## src/rtl/dsp_mac_pipe.sv

```systemverilog
// Two-stage T/P/accumulator MAC: T and P update 1 edge after accept, ACC 2 edges after.
// stall freezes both stages and blocks new ops; one op per cycle otherwise.
module dsp_mac_pipe #(
  parameter int DATA_W = 16,
  parameter int ACC_W  = 32,
  parameter int SAT_EN = 1
) (
  input  logic              clk,
  input  logic              reset,
  input  logic              in_valid,
  input  logic [2:0]        op,
  input  logic [DATA_W-1:0] din,
  input  logic              stall,
  input  logic              sat_mode,
  output logic [DATA_W-1:0] t_out,
  output logic [ACC_W-1:0]  p_out,
  output logic [ACC_W-1:0]  acc_out,
  output logic              acc_valid,
  output logic              ovf,
  output logic              acc_zero
);

  localparam logic [2:0] OP_NOP  = 3'd0;
  localparam logic [2:0] OP_LT   = 3'd1;
  localparam logic [2:0] OP_MPY  = 3'd2;
  localparam logic [2:0] OP_LTA  = 3'd3;
  localparam logic [2:0] OP_APAC = 3'd4;
  localparam logic [2:0] OP_SPAC = 3'd5;
  localparam logic [2:0] OP_ZAC  = 3'd6;
  localparam logic [2:0] OP_LACC = 3'd7;

  if (ACC_W < 2*DATA_W) begin : g_width_check
    $error("dsp_mac_pipe: ACC_W must be at least 2*DATA_W");
  end

  logic [DATA_W-1:0] t_q;
  logic [ACC_W-1:0]  p_q;
  logic [ACC_W-1:0]  acc_q;
  logic              acc_vld_q;
  logic              ovf_q;
  logic              s2_vld;
  logic [2:0]        s2_op;
  logic [DATA_W-1:0] s2_din;

  logic signed [2*DATA_W-1:0] prod;
  logic [ACC_W-1:0]           p_next;
  logic signed [ACC_W:0]      acc_x;
  logic signed [ACC_W:0]      p_x;
  logic signed [ACC_W:0]      sum;
  logic                       ovf_now;
  logic                       sat_on;
  logic [ACC_W-1:0]           acc_arith;
  logic [ACC_W-1:0]           lacc_val;

  // Full-width signed product is exact, even for the most-negative operand squared.
  assign prod     = (2*DATA_W)'($signed(t_q)) * (2*DATA_W)'($signed(din));
  assign p_next   = ACC_W'(prod);
  assign acc_x    = (ACC_W+1)'($signed(acc_q));
  assign p_x      = (ACC_W+1)'($signed(p_q));
  assign lacc_val = ACC_W'($signed(s2_din));
  assign sat_on   = (SAT_EN != 0) && sat_mode;

  always_comb begin
    sum       = (s2_op == OP_SPAC) ? (acc_x - p_x) : (acc_x + p_x);
    ovf_now   = sum[ACC_W] ^ sum[ACC_W-1];
    acc_arith = sum[ACC_W-1:0];
    if (ovf_now && sat_on) begin
      acc_arith = sum[ACC_W] ? {1'b1, {(ACC_W-1){1'b0}}} : {1'b0, {(ACC_W-1){1'b1}}};
    end
  end

  always_ff @(posedge clk) begin
    if (!reset) begin
      t_q       <= '0;
      p_q       <= '0;
      acc_q     <= '0;
      acc_vld_q <= 1'b0;
      ovf_q     <= 1'b0;
      s2_vld    <= 1'b0;
      s2_op     <= OP_NOP;
      s2_din    <= '0;
    end else if (stall) begin
      acc_vld_q <= 1'b0;
    end else begin
      acc_vld_q <= 1'b0;
      s2_vld    <= in_valid;
      s2_op     <= op;
      s2_din    <= din;
      if (in_valid) begin
        case (op)
          OP_LT, OP_LTA: t_q <= din;
          OP_MPY:        p_q <= p_next;
          default:       ;
        endcase
      end
      // Stage 2 reads the P that was current before this edge, so MPY->APAC needs no bypass.
      if (s2_vld) begin
        case (s2_op)
          OP_LTA, OP_APAC, OP_SPAC: begin
            acc_q     <= acc_arith;
            acc_vld_q <= 1'b1;
            if (ovf_now) ovf_q <= 1'b1;
          end
          OP_ZAC: begin
            acc_q     <= '0;
            ovf_q     <= 1'b0;
            acc_vld_q <= 1'b1;
          end
          OP_LACC: begin
            acc_q     <= lacc_val;
            acc_vld_q <= 1'b1;
          end
          default: ;
        endcase
      end
    end
  end

  assign t_out     = t_q;
  assign p_out     = p_q;
  assign acc_out   = acc_q;
  assign acc_valid = acc_vld_q;
  assign ovf       = ovf_q;
  assign acc_zero  = (acc_q == '0);

endmodule

```

## config.mk

```make
export PLATFORM = sky130hd
export DESIGN_NAME = dsp_mac_pipe
export DESIGN_NICKNAME = d
export VERILOG_FILES = /design/src/rtl/dsp_mac_pipe.sv
export SDC_FILE = /design/constraint.sdc
export NUM_CORES = 1
export LEC_CHECK = 0
export ABC_AREA = 1
export CAP_MARGIN = 30
export CORE_ASPECT_RATIO = 2
export CORE_MARGIN = 2
export CORE_UTILIZATION = 40
export DETAILED_ROUTE_END_ITERATION = 8
export GPL_TIMING_DRIVEN = 0
export HOLD_SLACK_MARGIN = 0.03
export PLACE_DENSITY_LB_ADDON = 0.1
export SKIP_LAST_GASP = 1
export SYNTH_ARGS = -nofsm -noshare
export SYNTH_HDL_FRONTEND = slang
export SYNTH_SLANG_ARGS = --single-unit
export TNS_END_PERCENT = 5
```

## constraint.sdc

```tcl
create_clock -name clk -period 6.8 [get_ports clk]
set_clock_uncertainty 0.2 [all_clocks]
set_input_delay 0.68 -clock clk [delete_from_list [all_inputs] [get_ports clk]]
set_output_delay 0.68 -clock clk [all_outputs]
set_load 0.005 [all_outputs]
```

==> qor.csv <==
stage,metric,value,unit
outcome,status,finished clean,
global_route,initial antenna violation count,0,
critical_path,"slowest stage cell, crit path",fa_1,
global_route,total congestion overflow,0,
floorplanning,Die ar.,44570,um^2
logic_synthesis,Post-synth EDFFs,0,
critical_path,R2R cell count,25,
min_path,Hold Crit Class,reg2reg,
cts,Worst-Skew Late Latency,380,ps
critical_path,CP peak stage delay,580,ps
critical_path,Worst EP arrival,6610,ps
logic_synthesis,syn nets,2793,
critical_path,Crit. End Element,register,
critical_path,reg2reg setup slack,300,ps
sta,# setup viols final,0,
logic_synthesis,Synth Register Bits,102,
sta,final hold slack,275.7,ps
logic_synthesis,register area share after synthesis,0.1193,
floorplanning,Die X-Extent,150.3,um
critical_path,Critical R2R Launch,t_out[7],
sta,RSZ-0062 raised after global routing,true,
min_path,Worst Min Path Start,s2_vld,
layout,number of diodes,0,
cts,Clock transition at path regs,80,ps
cts,CTS buffer count,9,
floorplanning,Core Footprint,42440,um^2
logic_synthesis,Synth Area in Compound Gates,0.1036,
power,peak supply drop,0.1071,mV
critical_path,"Worst Path Class, Setup",in2reg,
logic_synthesis,top post-synthesis cells by count,"585 x inv_1, 542 x nand2_1, 263 x fa_1",
logic_synthesis,Syn Area/Cell,7.160,um^2
placement,routability-driven placement congestion ratio,0.9549,
route,DRT iter0 DRCs,619,
critical_path,Worst EP required,6860,ps
floorplanning,die span in y,296.6,um
route,vias after detailed routing,15340,
sta,setup TNS,0,ps
global_route,pin count of the biggest net entering global routing,19,
route,drt pass-1 iters,5,
critical_path,most numerous cell on the critical path,fa_1,
layout,"Cell Count, Final, Fillers Out",3032,
critical_path,crit start category,input port,
placement,PortBufs,90,
logic_synthesis,Synth top area share,0.3075,
critical_path,CP Buf/Inv Count,6,
cts,TritonCTS clock tree,built,
placement,pre-CTS setup slack,-983.8,ps
critical_path,"delay-heaviest family, CP",adder cells,
critical_path,crit-path max FO,10,
route,Detailed Route WL,61110,um
cts,CTS root buffer,clkbuf_16,
logic_synthesis,largest family of logic cells by synthesized area,adder cells,
cts,CTS Sinks,102,
floorplanning,row count,107,
logic_synthesis,Synth Area in Adders,0.3916,
sta,Peak Freq,152.9,MHz
placement,Placed Instance Area,18720,um^2
route,vias per cell,5.059,
placement,post-DP HPWL,53190,um
sta,Slew HR,0.4273,
logic_synthesis,most frequent cell after synthesis,inv_1,
logic_synthesis,post-synth cell types,46,
logic_synthesis,Simple-Gate Fraction of Synth Area,0.1901,
cts,CTS max path bufs,2,
sta,Tcrit/Tclk final,0.9621,
sta,count of final hold-check violations,0,
power,Leakage,10.68,nW
global_route,vias in the first global route,16783,
critical_path,"Cell Chain, Critical Path","clkbuf_2, clkbuf_1, nand2_1, fa_1, inv_1, fa_1, fa_1, fa_1, fa_1, inv_1, fa_1, inv_1, ha_1, a21oi_1, o21ai_0, a21oi_1, nand3_1, a21o_1, a21oi_1, o21ai_0, o211ai_1, inv_1",
route,DRC Markers,0,
layout,post-layout instance area,19090,um^2
min_path,hold path endpoint,s2_vld,
logic_synthesis,Synth area leader,fa_1,
logic_synthesis,Mapped Area,17120,um^2
layout,# nets final,2884,
sta,post-route setup slack,257.8,ps
sta,Tmin final,6542,ps
layout,share of cells above drive strength 1,0.04222,
power,power per cell area,160.8,nW/um^2
sta,worst-margin pin slew,859.1,ps
critical_path,FF-to-FF End,p_out[23],
logic_synthesis,predominant post-synthesis flop cell,dfxtp_1,
placement,post-placement cell count,3028,
sta,Final Max Tran Viols,0,
floorplanning,# IOs,107,
global_route,first-pass GRT wire length,93380,um
logic_synthesis,largest cells by area after synthesis,"fa_1 31%, inv_1 13%, dfxtp_1 12%",
logic_synthesis,mux contribution to synthesized area,0,
cts,H-tree lvl count,3,
logic_synthesis,Synth async-reset ratio,0,
logic_synthesis,Syn Inst Count,2391,
route,antenna-violating nets left,0,
layout,Area growth syn-to-layout,11.51,%
job,Max Cap Viol,0,
route,DR WL/cell,20.16,um
floorplanning,Initial Util,0.4034,
global_route,overall routing resource usage,0.2871,
min_path,worst hold path stage count,2,
logic_synthesis,YS warnings,0,
logic_synthesis,post-synthesis xor/xnor area fraction,0.04093,
[layout by cell type, fill, tap and decap left out, types with 3 or more instances in the layout]
master | synthesis | final
a21o_1 | 8 | 8
a21oi_1 | 138 | 137
a31oi_1 | 8 | 7
buf_1 | 4 | 3
buf_2 | 3 | 9
buf_4 | 0 | 3
buf_6 | 4 | 4
clkbuf_1 | 93 | 39
clkbuf_16 | 0 | 9
clkbuf_2 | 0 | 35
clkdlybuf4s50_1 | 0 | 90
clkinv_1 | 4 | 3
dfxtp_1 | 102 | 95
dfxtp_2 | 0 | 7
fa_1 | 263 | 261
ha_1 | 115 | 115
inv_1 | 585 | 585
inv_2 | 3 | 3
inv_6 | 0 | 3
nand2_1 | 542 | 542
nand2_2 | 4 | 4
nand3_1 | 49 | 49
nand4_1 | 10 | 10
nor2_1 | 169 | 168
nor3_1 | 13 | 13
nor4_1 | 11 | 10
o211ai_1 | 12 | 12
o21a_1 | 5 | 5
o21ai_0 | 126 | 124
o21bai_1 | 10 | 10
o221ai_1 | 3 | 3
or2_2 | 5 | 5
xnor2_1 | 26 | 26
xor2_1 | 54 | 54
[where the power goes]
part / total (mW) / switching (mW) / internal (mW)
clock: 0.571 / 0.268 / 0.302
combinational: 1.85 / 1.20 / 0.655
sequential: 0.644 / 0.0277 / 0.617
total: 3.07 / 1.50 / 1.57
[metal layers]
metal | global-route usage | up-vias | share of wire
li1 | - | 7332 | -
met5 | 0 | - | 0
met3 | 0.02776 | 195 | 0.030
met1 | 0.2445 | 7377 | 0.31
met4 | 0.2319 | 0 | 0.099
met2 | 0.5773 | 436 | 0.56
[flip-flops by register name, indices dropped and copies added, names as in the netlist]
signal and count:
acc_valid 1, p_out 32, ovf 1, s2_din 16, s2_vld 1, t_out 16, acc_out 32, s2_op 3
[layout make-up]
class | instances | area (um^2)
flip-flops and latches | 102 | 2051
clock inverters | 6 | 77.57
well taps | 545 | 681.9
fillers | 4359 | 23350
inverters | 592 | 2225
clock buffers | 10 | 239.0
multi-input cells | 1593 | 12460
repair buffers | 94 | 928.4
plain buffers | 90 | 425.4
[how the worst max path moves through the flow]
stage	end	depth (start not counted)	start	slack (ps)
after floorplan	p_out[28]	24	din[5]	420
after global placement	p_out[28]	24	din[5]	-900
after detailed placement	p_out[31]	26	din[5]	-980
after CTS	p_out[24]	24	din[13]	-80
after global routing	p_out[22]	26	din[4]	-40
final	p_out[28]	22	din[11]	260
[what timing repair did]
item                                   in CTS  in global routing
pin swaps                                   0                  1
gates resized for setup                    37                 39
setup endpoints to repair                  15                 15
endpoints found under the hold margin       0                  0
hold buffers                                0                  0
buffers inserted                            0                  2
[cells by family after synthesis]
family / after synthesis
AOI/OAI and AO/OA: 324
xor gates and xnor gates: 80
adders and majority gates: 378
buffers and inverters: 696
DFF: 102
and+or+nand+nor: 811
[stage by stage]
step             util  power [mW]
2_1_floorplan       -       1.943
3_3_place_gp   0.4407       2.486
3_5_place_dp   0.4410       2.504
4_1_cts        0.4490       3.086
5_1_grt        0.4498       3.357
6_report       0.4498       3.070
[worst min-delay path: stages, from the launching register on]
cell and delay (ps):
dfxtp_1 320, nand2_1 60, a21oi_1 60
Note: power is estimated with default switching activity, not from simulation.
